===== src/rtl/demux4_stream.sv =====
// demux4_stream: routes one valid/ready input stream to one of four output
// streams chosen by in_sel. Each output port owns a one-entry holding
// register, so a port can accept a new beat in the same cycle it drains.
//
// Ports:
//   clk        rising-edge clock
//   reset      synchronous active-high reset
//   in_valid   upstream beat present
//   in_data    upstream payload (WIDTH)
//   in_sel     destination port index 0..3
//   in_ready   upstream beat accepted when high together with in_valid
//              (combinational)
//   out_valid  bit k: port k holds a beat
//   out_data   slice [k*WIDTH +: WIDTH] is port k payload
//   out_ready  bit k: port k consumer accepts this cycle
//   out_count  slice [k*CNT_W +: CNT_W] counts beats delivered on port k,
//              wrapping modulo 2^CNT_W
module demux4_stream #(
    parameter int unsigned WIDTH = 8,
    parameter int unsigned CNT_W = 8
) (
    input  logic                 clk,
    input  logic                 reset,
    input  logic                 in_valid,
    input  logic [WIDTH-1:0]     in_data,
    input  logic [1:0]           in_sel,
    output logic                 in_ready,
    output logic [3:0]           out_valid,
    output logic [4*WIDTH-1:0]   out_data,
    input  logic [3:0]           out_ready,
    output logic [4*CNT_W-1:0]   out_count
);

    localparam int unsigned NPORT = 4;

    typedef enum logic {
        ST_EMPTY = 1'b0,
        ST_FULL  = 1'b1
    } slot_state_t;

    slot_state_t            state_q [NPORT];
    slot_state_t            state_d [NPORT];
    logic [WIDTH-1:0]       data_q  [NPORT];
    logic [CNT_W-1:0]       cnt_q   [NPORT];

    logic                   in_xfer;
    logic [NPORT-1:0]       load;
    logic [NPORT-1:0]       drain;

    // Next-state and handshake decode for all four slots.
    always_comb begin
        in_ready = 1'b0;
        in_xfer  = 1'b0;
        load     = '0;
        drain    = '0;
        for (int k = 0; k < NPORT; k++) begin
            state_d[k] = state_q[k];
        end

        // A full slot can still take a beat if it drains in the same cycle.
        in_ready = ~reset & ((state_q[in_sel] == ST_EMPTY) | out_ready[in_sel]);
        in_xfer  = in_valid & in_ready;

        for (int k = 0; k < NPORT; k++) begin
            load[k]  = in_xfer & (in_sel == 2'(k));
            drain[k] = (state_q[k] == ST_FULL) & out_ready[k];
            // Load wins over drain: simultaneous drain+load keeps the slot full.
            if (load[k]) begin
                state_d[k] = ST_FULL;
            end else if (drain[k]) begin
                state_d[k] = ST_EMPTY;
            end
        end
    end

    // Slot state, payload and delivery counters.
    always_ff @(posedge clk) begin
        if (reset) begin
            for (int k = 0; k < NPORT; k++) begin
                state_q[k] <= ST_EMPTY;
                data_q[k]  <= '0;
                cnt_q[k]   <= '0;
            end
        end else begin
            for (int k = 0; k < NPORT; k++) begin
                state_q[k] <= state_d[k];
                if (load[k]) begin
                    data_q[k] <= in_data;
                end
                if (drain[k]) begin
                    cnt_q[k] <= cnt_q[k] + CNT_W'(1);
                end
            end
        end
    end

    // Flatten per-port registers onto the output buses.
    always_comb begin
        out_valid = '0;
        out_data  = '0;
        out_count = '0;
        for (int k = 0; k < NPORT; k++) begin
            out_valid[k]                = (state_q[k] == ST_FULL);
            out_data[k*WIDTH +: WIDTH]  = data_q[k];
            out_count[k*CNT_W +: CNT_W] = cnt_q[k];
        end
    end

endmodule


===== config.mk =====
export PLATFORM = sky130hd
export DESIGN_NAME = demux4_stream
export DESIGN_NICKNAME = d
export VERILOG_FILES = /design/src/rtl/demux4_stream.sv
export SDC_FILE = /design/constraint.sdc
export NUM_CORES = 1
export LEC_CHECK = 0
export ABC_AREA = 1
export BUFFER_PORTS_ARGS = -buffer_cell sky130_fd_sc_hd__buf_4
export CAP_MARGIN = 0
export CORE_ASPECT_RATIO = 0.8
export CORE_MARGIN = 2
export CORE_UTILIZATION = 55
export CTS_BUF_LIST = sky130_fd_sc_hd__clkbuf_8 sky130_fd_sc_hd__clkbuf_16
export CTS_CLUSTER_SIZE = 14
export DETAILED_ROUTE_END_ITERATION = 16
export PLACE_DENSITY = 0.92
export SETUP_SLACK_MARGIN = 0.1
export SLEW_MARGIN = 20
export SYNTH_ARGS = -nofsm -noshare
export SYNTH_HDL_FRONTEND = slang
export SYNTH_SLANG_ARGS = --single-unit

===== constraint.sdc =====
create_clock -name clk -period 3.85 [get_ports clk]
set_clock_uncertainty 0.15 [all_clocks]
set_input_delay 0.385 -clock clk [delete_from_list [all_inputs] [get_ports clk]]
set_output_delay 0.385 -clock clk [all_outputs]
set_load 0.05 [all_outputs]

==> flow_summary.ini <==
[outcome]
status = finished clean

[logic_synthesis]
ys_async_sr_fraction_pct = 0
yosys_warnings = 0
yosys.area.top_type_share_pct = 61.7
netlist_area_sq_um = 3120
yosys.cell_count.top_type = sky130_fd_sc_hd__edfxtp_1
number_of_unique_standard_cell_types_used_by_synthesis = 26
ys_seq_elements = 68
number_of_flops_mapped_to_enable_cells_by_yosys = 64
synth-main-ff-cell = sky130_fd_sc_hd__edfxtp_1
syn-mean-instance-area_sq_um = 10.8
synth.net_count = 309
synth_cells = 288
synthTopCellsByCount = sky130_fd_sc_hd__edfxtp_1, sky130_fd_sc_hd__nor2_1, sky130_fd_sc_hd__inv_1
yosysTopAreaCell = sky130_fd_sc_hd__edfxtp_1
post_synth_main_area_contributors = sky130_fd_sc_hd__edfxtp_1, sky130_fd_sc_hd__nor2_1, sky130_fd_sc_hd__inv_1
seq_area_frac_synth_pct = 64.2

[drt]
route.detailed.vias_per_inst = 5.23
routed-via-count = 2407
wire_per_inst_um = 15.4
drt-total-wl_um = 7080
dr.first_iter.drc_count = 217
drtPass1Iterations = 7
postRouteAntennaNets = 0
drt_drc_violations_left = 0

[clock_tree]
post_cts_resized = 0
ctsRootBufferMaster = sky130_fd_sc_hd__clkbuf_8
cts.clk_slew.worst_paths_ns = 0.09
cts_setup_buffers = 0
cts.htree.levels = 3
cts_num_sinks = 68
cts.hold.buffers_added = 0
cts_tree = built
worst_skew_pair.late_latency_ns = 0.36
cts_made_buffers = 9
clock_path_buffers = 2

[worst_setup_path]
critPathMaxFanout = 4
cell_family_with_the_largest_share_of_critical_path_delay = flip-flops
timing.setup.critical_path_class = register to primary output
cp_data_arrival_time_ns = 1.50
end_kind = primary output
worstPathCellList = nand2_1 -> nand2_1 -> nand2_1 -> nand2_4 -> a21oi_1 -> buf_4
crit_path_max_incr_delay_ns = 0.38
cp_common_cell = sky130_fd_sc_hd__nand2_1
critPathLaunchType = register
critPathBufInv = 1
worst_ep_required_time_ns = 3.31
crit_slowest_cell = sky130_fd_sc_hd__dfxtp_1

[cells_and_area]
post_route_cells_drive_above_1_share_pct = 30.4
area_growth_syn_to_layout_pct = 28.3
non_filler_instances = 460
antennaDiodeCount = 0
filler_cell_count = 377
final_cell_area_sq_um = 4000
nets = 398

[global_routing]
track_usage_pct = 23.1
maximum_number_of_pins_on_one_net_before_global_route_repair = 14
antenna_found_initial = 0
grt_pass1_wl_um = 10700
overflow_left_after_global_routing = 0
vias_in_the_first_global_route = 2212

[hold_path]
worst_hold_path_type = input port to register

[placement]
place.port_buffers = 85
instance_area_after_placement_sq_um = 3800
dp_slack_ns = 1.72
placedCellCount = 444
routabilityCongestion = 0.837
dp_hpwl_um = 5130

[timing]
worst_pin_slew_ns = 1.05
slew-limit-headroom_pct = 29.1
setup_tns_ns = 0
timing.final.max_slew_violations = 0
rsz0062_at_grt = false
post-route-worst-setup-slack_ns = 1.81
finalWorstPathRequiredPeriod_ns = 2.04
timing_hold_violations_final = 0
final_min_period_over_clock_period_pct = 52.9
finalSetupViolations = 0
maxClockFrequency_mhz = 491

[power_and_ir_drop]
cellLeakagePower_nw = 1.71
cellPowerDensity_nw_per_um2 = 420
total_power_mw = 1.68
max-vdd-ir-drop_v = 0.000279

[die]
die_y_um = 71.3
initial_core_util_pct = 57.0
num_rows = 24
io_pins = 86
floorplan.die.width_um = 88.2
floorplan.die_area_sq_um = 6290
core_region_area_sq_um = 5470

[flow_run]
maxCapViolCount = 0
[layout by cell type, fill, tap and decap left out, types with 2 or more instances in the layout]
cell type                    Yosys  routed
sky130_fd_sc_hd__a21oi_1        13      13
sky130_fd_sc_hd__a21oi_2         4       4
sky130_fd_sc_hd__buf_4           5      85
sky130_fd_sc_hd__clkbuf_8        0       9
sky130_fd_sc_hd__clkinv_4        0       2
sky130_fd_sc_hd__clkinvlp_4      0       2
sky130_fd_sc_hd__dfxtp_1         4       4
sky130_fd_sc_hd__edfxtp_1       64      64
sky130_fd_sc_hd__ha_1            4       4
sky130_fd_sc_hd__inv_1          39      39
sky130_fd_sc_hd__inv_2           2       2
sky130_fd_sc_hd__nand2_1        37      37
sky130_fd_sc_hd__nand2_4         2       2
sky130_fd_sc_hd__nand3_1         8       8
sky130_fd_sc_hd__nand4_1         3       3
sky130_fd_sc_hd__nand4_4         4       4
sky130_fd_sc_hd__nor2_1         60      60
sky130_fd_sc_hd__nor3_1         11      11
sky130_fd_sc_hd__nor3b_1         2       2
sky130_fd_sc_hd__o21ai_0        13      10
sky130_fd_sc_hd__o21ai_1         0       3
sky130_fd_sc_hd__xnor2_1         2       2
sky130_fd_sc_hd__xor2_1          4       4
[stage by stage]
stage               hold slack (ns)  utilization (%)
floorplan                     0.332                -
global placement              0.353             69.5
detailed placement            0.359             69.5
CTS                           0.120             73.2
global route                  0.121             73.2
finish                        0.133             73.2
[final timing paths]
kind	depth (start not counted)	to	slack, ns	start
setup / recovery	6	in_ready	1.81	state_q[3]$_SDFF_PP0_
hold reg to reg	2	state_q[0]$_SDFF_PP0_	0.37	state_q[0]$_SDFF_PP0_
hold / removal	2	state_q[1]$_SDFF_PP0_	0.13	reset
setup reg to reg	2	cnt_q[0][14]$_SDFFCE_PN0P_	1.97	state_q[1]$_SDFF_PP0_
[area by class of cell]
class | count | area (sq um) | share of cell area (%)
inverter | 41 | 154 | 3.85
sequential | 68 | 2000 | 50.1
tap | 78 | 97.6 | 2.44
timing repair buffer | 85 | 638 | 16.0
clock buffer | 9 | 124 | 3.10
multi-input combinational | 172 | 907 | 22.7
clock inverter | 7 | 76.3 | 1.91
[logic make-up (layout without fill, tap and decap cells)]
logic type	count (synthesis)	after routing	share of synthesized area, %
AOI/OAI and AO/OA	31	31	5.54
and+or+nand+nor	131	131	20.3
DFF	68	68	64.2
xor gates and xnor gates	6	6	1.69
buffers and inverters	48	142	6.66
adders and majority gates	4	4	1.61
[state kept, by name, indices dropped and copies added (netlist names)]
signal and flops:
data_q 32, cnt_q 32, state_q 4
[layer usage]
metal / vias up / track usage [%] / part of all wire (%)
met5: - / 0 / 0
met4: 0 / 8.42 / 1.5
met3: 8 / 8.64 / 8.4
met2: 130 / 35.9 / 50
met1: 1130 / 30.0 / 40
li1: 1139 / - / -
[where the power goes]
| group | total [mW] | switching, mW | internal, mW |
|---|---|---|---|
| clock | 0.584 | 0.282 | 0.302 |
| sequential | 0.859 | 0.0207 | 0.838 |
| combinational | 0.235 | 0.174 | 0.0618 |
No activity file was read; power rests on OpenSTA's default activity.
